===== src/rtl/apb_timer.sv =====
// apb_timer: APB down-counter timer with prescaler, one-shot/auto-reload and level irq.
// Define APB_TIMER_WAIT_EN to insert one wait state on every access.
module apb_timer #(
    parameter int CNT_W   = 32,
    parameter int PRESC_W = 8
) (
    input  logic        hclk,
    input  logic        hreset,
    input  logic        psel,
    input  logic        penable,
    input  logic        pwrite,
    input  logic [11:0] paddr,
    input  logic [31:0] pwdata,
    input  logic [3:0]  pstrb,
    input  logic [2:0]  pprot,
    output logic [31:0] prdata,
    output logic        pready,
    output logic        pslverr,
    output logic        irq
);
    logic               en, ie, oneshot, intstat;
    logic [CNT_W-1:0]   load, value, load_new;
    logic [PRESC_W-1:0] presc, pcnt;
    logic [9:0]         idx;
    logic [31:0]        wmask, load_merge, rdata;
    logic               access, bad, wr, tick, zero, prd;
    logic               unused;

    assign unused = &{1'b0, pprot, paddr[1:0]};
    assign idx    = paddr[11:2];

`ifdef APB_TIMER_WAIT_EN
    logic wt;
    always_ff @(posedge hclk or posedge hreset)
        if (hreset) wt <= 1'b0;
        else        wt <= psel & penable & ~wt;
    assign pready = wt & psel & penable;
    assign prd    = psel & penable & ~wt;
`else
    assign pready = 1'b1;
    assign prd    = psel & ~penable;
`endif

    // prd marks the cycle before completion so the registered prdata lines up with it
    assign access  = psel & penable & pready;
    assign bad     = idx > 10'd4 || (pwrite && idx == 10'd2);
    assign wr      = access & pwrite & ~bad;
    assign pslverr = access & bad;
    assign tick    = en && pcnt == presc;
    assign zero    = value == '0;
    assign irq     = intstat & ie;

    always_comb begin
        wmask = '0;
        for (int i = 0; i < 4; i++) wmask[8*i +: 8] = {8{pstrb[i]}};
        load_merge = (pwdata & wmask) | (32'(load) & ~wmask);
        load_new   = load_merge[CNT_W-1:0];
        rdata = idx == 10'd0 ? {29'b0, oneshot, ie, en} :
                idx == 10'd1 ? 32'(load) :
                idx == 10'd2 ? 32'(value) :
                idx == 10'd3 ? 32'(presc) :
                idx == 10'd4 ? {31'b0, intstat} : 32'b0;
    end

    always_ff @(posedge hclk or posedge hreset) begin
        if (hreset) begin
            en      <= 1'b0;
            ie      <= 1'b0;
            oneshot <= 1'b0;
            intstat <= 1'b0;
            load    <= '0;
            value   <= '0;
            presc   <= '0;
            pcnt    <= '0;
            prdata  <= '0;
        end else begin
            pcnt <= (!en || tick) ? '0 : pcnt + PRESC_W'(1);
            // a zero-crossing tick beats a coincident W1C
            if (tick && zero)
                intstat <= 1'b1;
            else if (wr && idx == 10'd4 && pstrb[0] && pwdata[0])
                intstat <= 1'b0;
            if (wr && idx == 10'd1)
                value <= load_new;
            else if (tick)
                value <= zero ? (oneshot ? '0 : load) : value - CNT_W'(1);
            if (wr && idx == 10'd1)
                load <= load_new;
            if (wr && idx == 10'd3 && pstrb[0])
                presc <= pwdata[PRESC_W-1:0];
            if (wr && idx == 10'd0 && pstrb[0])
                {oneshot, ie, en} <= pwdata[2:0];
            else if (tick && zero && oneshot)
                en <= 1'b0;
            prdata <= (prd && !pwrite) ? rdata : '0;
        end
    end
endmodule

===== config.mk =====
export PLATFORM = sky130hd
export DESIGN_NAME = apb_timer
export DESIGN_NICKNAME = d
export VERILOG_FILES = /design/src/rtl/apb_timer.sv
export SDC_FILE = /design/constraint.sdc
export NUM_CORES = 1
export LEC_CHECK = 0
export ABC_AREA = 0
export BUFFER_PORTS_ARGS = -buffer_cell sky130_fd_sc_hd__buf_2
export CAP_MARGIN = 10
export CORE_ASPECT_RATIO = 1.4
export CORE_MARGIN = 1
export CORE_UTILIZATION = 30
export CTS_BUF_LIST = sky130_fd_sc_hd__clkbuf_16
export CTS_CLUSTER_DIAMETER = 60
export DETAILED_ROUTE_END_ITERATION = 10
export PLACE_DENSITY = 0.48
export SKIP_LAST_GASP = 1
export SYNTH_ARGS = -nofsm -noshare
export SYNTH_HDL_FRONTEND = slang
export SYNTH_SLANG_ARGS = --single-unit

===== constraint.sdc =====
create_clock -name hclk -period 4.5 [get_ports hclk]
set_input_delay 0.225 -clock hclk [delete_from_list [all_inputs] [get_ports hclk]]
set_output_delay 0.225 -clock hclk [all_outputs]
set_load 0.01 [all_outputs]

==> metrics.cfg, run 1 <==
[global_routing]
grt_max_degree=66
grt_pass1_vias=5960
antenna_found_initial=0
use_met2_pct=32.56
grt_usage_pct=18.62
grt_pass1_wl_mm=33.03
grt_use_met3_pct=3.571
grtUsageMet1_pct=21.73
grt-ovfl-total=0
grt_busiest_layer=met2

[setup_path]
cp.depth=7
startpoint_type=flop
ff2ff_path_depth=7
worst-setup-path-type=reg -> reg
critPathMaxStageDelay_ns=0.59
required_ns=4.79
worstReg2RegStart=value[0]$_DFFE_PP0P_
critPathCaptureType=flop
cp_max_fo=12
path_cells=inv_1 -> ha_1 -> nor3b_1 -> and3_1 -> nand3_1 -> a221oi_2 -> o22ai_1
worstPathArrival_ns=3.20
rrSetupSlack_ns=1.58
slowest_stage=nand3_1
critical_path.top_delay_family=simple AND/OR/NAND/NOR gates
crit_buf_inv=1
r2r-end=value[13]$_DFFE_PP0P_

[synthesis]
yosysSeqAreaShare_pct=43.04
avgSynthCellArea_um2=9.976
netlist_instances=676
syn-num-nets=735
async_flop_share_pct=100.0
synth_edf_count=0
ys_seq_elements=116
synth_flop_cell=dfrtp_1
synth_area_um2=6744
synth_warnings=0
synth_cell_types=77

[clocking]
holdBufCountCts=0
cts_tree=built
cts_num_sinks=116
clockBufferDepth=2
post_cts_resized=0
clock_latency_ns=0.43
post_cts_buffers=0
clockRootBuffer=clkbuf_16
path_clk_slew_ns=0.06
cts_buffers=17
ctsHtreeMaxLevel=4

[power_and_ir_drop]
peakVddDrop_v=0.0002336
pwr_density_cell_nw_per_um2=320.5
leakage_nw=3.563

[routing]
num_vias=5769
post_drt_wl_per_cell_um=19.41
via_per_inst=5.473
first_pass_iters=5
drt_iter0_markers=428
finalWirelength_mm=20.46
detail-route-antenna-nets=0
drc=0

[min_path]
hp-class=in -> async

[placement]
post-dp-hpwl_mm=14.60
placed_area_um2=7433
routabilityCongestion=0.9316
dp.cells=1022
pre_cts_slack_ns=1.601
portBuffers=84

[timing]
finalCritPeriodShare_pct=64.84
final.min_clock_period_ns=2.918
maxSlewViolCount=0
final_hold_viol_count=7
finalSetupTns_ns=0
rsz0062_at_grt=no
setup_ws_ns=1.582
worst_pin_slew_ns=1.025
slew_headroom_pct=31.65
hold_ws_ns=-0.01135
skew_ns=0.01345
finalSetupViolations=0
fmax_ghz=0.3427

[floorplan]
rows=64
io_pins=91
start_util_pct=30.74
dieWidth_um=128.7
dieArea_um2=23090
fp.dieH_um=179.4
core_area_um2=21940

[layout]
fin_nets=803
n_antenna_cell=0
utilization_pct=36.45
syn_to_final_growth_pct=18.57
drive_gt1_share_pct=26.95
design_area_um2=7996
final_cells=1054

[job]
drv_cap=0

[outcome]
outcome=complete, but fails checks
violations=negative hold slack

area by class of cell:
| type | instances | area (um^2) |
|---|---|---|
| Clock buffer | 17 | 425.4 |
| Clock inverter | 15 | 137.6 |
| Fill cell | 2308 | 13940 |
| Inverter | 13 | 51.30 |
| Multi-Input combinational cell | 495 | 3560 |
| Sequential cell | 116 | 2903 |
| Tap cell | 297 | 371.6 |
| Timing Repair Buffer | 101 | 548.0 |
placed cells by master, fill, tap and decap left out, types with 4 or more instances in the layout:
cell type,instances
dfrtp_1,116
buf_2,84
nor2_1,57
mux2_2,41
mux2i_1,36
nand2_1,33
a22oi_1,25
nand3_1,24
o21ai_0,23
a21oi_1,21
a31oi_1,21
nor3_1,19
nor4_1,17
clkbuf_16,17
buf_4,17
and3_1,15
xor2_1,14
o31ai_1,14
inv_1,12
xnor2_1,11
nand4_1,11
nor2b_1,9
o22ai_1,8
a221oi_1,7
o31a_1,7
clkinv_4,6
clkinvlp_4,5
nor4b_1,4
nor4_4,4
o31a_2,4
a211oi_1,4
worst max path at each step:
| stage | from | slack, ns | endpoint |
|---|---|---|---|
| after floorplan | hreset | 1.20 | en$_DFFE_PP0P_ |
| after CTS | value[19]$_DFFE_PP0P_ | 1.59 | value[13]$_DFFE_PP0P_ |
| after detailed placement | value[19]$_DFFE_PP0P_ | 1.60 | value[13]$_DFFE_PP0P_ |
| after global placement | value[19]$_DFFE_PP0P_ | 1.65 | value[13]$_DFFE_PP0P_ |
| after global routing | value[28]$_DFFE_PP0P_ | 1.42 | value[13]$_DFFE_PP0P_ |
| final | value[0]$_DFFE_PP0P_ | 1.58 | value[13]$_DFFE_PP0P_ |
worst reg2reg max path, stage by stage (launching register included):
cell      delay, ns
dfrtp_1        0.43
inv_1          0.17
ha_1           0.20
nor3b_1        0.32
and3_1         0.52
nand3_1        0.59
a221oi_2       0.43
o22ai_1        0.11
synth_stat cells (3+ instances only):
master,instances,area (um^2)
clkbuf_1,28,105.1
or2_2,3,18.77
nand2_1,33,123.9
xor2_1,14,122.6
nor3_1,19,95.09
o22ai_1,8,50.05
mux2_2,41,461.7
nor2_1,57,214.0
nor4_1,17,106.4
and3_1,15,93.84
a22oi_1,25,187.7
a21oi_1,21,105.1
nand3_1,24,120.1
o31ai_1,14,105.1
dfrtp_1,116,2903
o31a_2,4,40.04
a311oi_1,3,26.28
o31a_1,7,61.31
buf_1,7,26.28
nand4b_1,3,26.28
nor4_4,4,85.08
a31oi_1,21,131.4
inv_1,12,45.04
nand4_1,11,68.82
nor2b_1,9,56.30
a211oi_1,4,30.03
ha_1,3,37.54
nor4b_1,4,35.03
o21ai_0,23,115.1
buf_2,11,55.05
a221oi_1,7,61.31
a21o_1,3,22.52
or3_1,3,18.77
buf_4,4,30.03
mux2i_1,36,360.4
xnor2_1,11,96.34
nor3b_1,3,22.52
cell families (layout without fill, tap and decap cells):
kind of cell,count (synthesis),count (layout),synth area share [%]
xor gates and xnor gates,25,25,3.247
DFF,116,116,43.04
muxes,79,79,12.86
and+or+nand+nor,226,226,19.33
adders and majority gates,3,3,0.5566
buffers and inverters,65,146,4.174
AOI/OAI and AO/OA,161,161,16.74
other,1,1,0.05561
through the flow:
step | hold slack (ns) | power, mW
after floorplan | 0.3418 | 1.214
after global placement | 0.4655 | 1.278
after detailed placement | 0.4780 | 1.282
after CTS | 0.01841 | 2.592
after global routing | 0.03793 | 2.653
final | -0.01135 | 2.563
metal layers:
metal	routed length, um	part of all wire (%)
met1	8190	40
met2	10730	52
met3	876	4.3
met4	653	3.2
met5	0	0
registers in the layout, summed over array words and instances, names as in the netlist:
| signal | flops |
|---|---|
| load | 32 |
| prdata | 32 |
| value | 32 |
| pcnt | 8 |
| presc | 8 |
| en | 1 |
| ie | 1 |
| intstat | 1 |
| oneshot | 1 |
report_power, final:
group	switching, mW	internal (mW)
clock network	0.541	0.760
registers	0.0265	1.06
logic	0.110	0.0701
Power figures use the tool's default switching activity.
==> run 2: changes to the inputs <==
- clock period: 4.5 -> 2.7 ns (I/O delays scaled with it)
==> metrics.cfg, run 2 (synthesis gave the netlist of run 1 again) <==
[clocking]
post_cts_resized=0  ; unchanged
clockRootBuffer=clkbuf_16
path_clk_slew_ns=0.06  ; about the same
cts_num_sinks=116  ; unchanged
clockBufferDepth=2  ; unchanged
cts_tree=built
clock_latency_ns=0.43  ; about the same
post_cts_buffers=0  ; unchanged
ctsHtreeMaxLevel=4  ; unchanged
cts_buffers=17  ; unchanged

[setup_path]
worst-setup-path-type=reg -> reg
critPathMaxStageDelay_ns=0.43  ; -0.16 ns
required_ns=3.01  ; -1.78 ns
worstPathArrival_ns=2.73  ; -0.47 ns
crit_buf_inv=2  ; +1
slowest_stage=dfrtp_1
cp_max_fo=5  ; -7
critical_path.top_delay_family=simple AND/OR/NAND/NOR gates
path_cells=inv_1 -> ha_1 -> nor4b_1 -> buf_4 -> nand4b_1 -> or3_1 -> a211o_1 -> o311ai_1
critPathCaptureType=flop
startpoint_type=flop

[layout]
final_common_cell=dfrtp_1
top_regs=load: 32 flops, prdata: 32 flops, value: 32 flops
syn_to_final_growth_pct=26.64
final_cell_mix=dfrtp_1 (116), buf_2 (84), nor2_1 (57), mux2_2 (41), buf_4 (38)
drive_gt1_share_pct=27.50  ; +0.55 points
fillers=2211  ; -4.2%
utilization_pct=38.93  ; +2.5 points
n_antenna_cell=0  ; unchanged
fin_nets=857  ; +6.7%

[global_routing]
grt_usage_pct=19.22  ; +0.60 points
grt_max_degree=67  ; +1.5%
grt_pass1_wl_mm=34.42  ; +4.2%
grt-ovfl-total=0  ; unchanged
grt_pass1_vias=6403  ; +7.4%
antenna_found_initial=0  ; unchanged

[power_and_ir_drop]
peakVddDrop_v=0.0004004  ; +71%
pwr_density_cell_nw_per_um2=525.5  ; +64%
leakage_nw=3.855  ; +8.2%

[floorplan]
core_area_um2=21940  ; unchanged
dieArea_um2=23090  ; unchanged
rows=64  ; unchanged
io_pins=91  ; unchanged
fp.dieH_um=179.4  ; unchanged
dieWidth_um=128.7  ; unchanged
start_util_pct=30.74  ; unchanged

[timing]
slew_headroom_pct=58.50  ; +27 points
finalSetupViolations=0  ; unchanged
hold_ws_ns=0.04701  ; +0.05836 ns
finalCritPeriodShare_pct=89.71  ; +25 points
fmax_ghz=0.4128  ; +20%
skew_ns=0.01220  ; -0.001251 ns
worst_pin_slew_ns=0.6169  ; -0.4083 ns
finalSetupTns_ns=0  ; unchanged
maxSlewViolCount=0  ; unchanged
rsz0062_at_grt=no
final_hold_viol_count=0  ; -7
final.min_clock_period_ns=2.422  ; -0.4955 ns

[outcome]
outcome=complete, no violations

[min_path]
hp-class=in -> reg

[placement]
portBuffers=84  ; unchanged
routabilityCongestion=0.9028  ; -3.1%
post-dp-hpwl_mm=14.97  ; +2.5%

[routing]
drc=0  ; unchanged
detail-route-antenna-nets=0  ; unchanged
num_vias=5906  ; +2.4%
via_per_inst=5.330  ; -2.6%
post_drt_wl_per_cell_um=18.86  ; -2.8%
finalWirelength_mm=20.90  ; +2.2%
first_pass_iters=5  ; unchanged
drt_iter0_markers=298  ; -30%

[job]
drv_cap=0  ; unchanged

==> run 2: cell count changes in the layout (fill, tap and decap cells not counted), moves of 3 or more <==
| cell | change |
|---|---|
| clkinvlp_4 | -4 |
| clkinv_2 | +4 |
| bufinv_16 | +3 |
| buf_4 | +21 |
| dlygate4sd3_1 | +31 |
| clkinv_4 | -5 |
==> run 2: repair_timing <==
item	in CTS	in global routing
hold buffers	31	0
endpoints found under the hold margin	58	0
setup endpoints to repair	0	0
==> run 2: area by class of cell <==
type / instances / area (um^2) / area share [%]
Sequential cell: 116 / 2903 / 33.99
Clock inverter: 15 / 172.7 / 2.022
Multi-Input combinational cell: 495 / 3560 / 41.68
Tap cell: 297 / 371.6 / 4.351
Timing Repair Buffer: 155 / 1056 / 12.36
Clock buffer: 17 / 425.4 / 4.981
Inverter: 13 / 52.55 / 0.6153
==> run 2: report_power, final <==
part	switching [mW]	leakage [nW]	total, mW	internal (mW)
registers	0.0440	1.59	1.80	1.76
clock network	0.818	0.309	2.33	1.52
logic	0.192	1.96	0.349	0.158
==> run 2: per-stage QoR <==
step | worst slack, ns | area (um^2) | cells | total power, mW
2_1_floorplan | 0.5252 | 6748 | 676 | 2.023
3_3_place_gp | 0.3407 | 7632 | 1045 | 2.145
3_5_place_dp | 0.2967 | 7632 | 1045 | 2.150
4_1_cts | 0.2751 | 8541 | 1108 | 4.550
5_1_grt | 0.03065 | 8541 | 1108 | 4.661
6_report | 0.2778 | 8541 | 1108 | 4.488
==> run 2: path summary, 6_finish.rpt <==
check	endpoint	start	depth (start not counted)	slack, ns
max in group asynchronous	prdata[27]$_DFF_PP0_	hreset	4	1.61
worst max register to register	value[18]$_DFFE_PP0P_	value[0]$_DFFE_PP0P_	8	0.28
worst max-delay path	value[18]$_DFFE_PP0P_	value[0]$_DFFE_PP0P_	8	0.28
min in group asynchronous	prdata[15]$_DFF_PP0_	hreset	3	0.31
worst min register to register	pcnt[0]$_DFF_PP0_	pcnt[0]$_DFF_PP0_	1	0.53
worst min-delay path	load[0]$_DFFE_PP0P_	pwdata[0]	2	0.05
==> run 2: layer usage <==
layer / GRT usage [%] / wire [um] / vias up / part of all wire (%)
li1: - / - / 2793 / -
met1: 22.36 / 8587 / 2948 / 41
met2: 33.25 / 11010 / 134 / 53
met3: 3.780 / 742 / 31 / 3.6
met4: 9.412 / 562 / 0 / 2.7
met5: 0 / 0 / - / 0
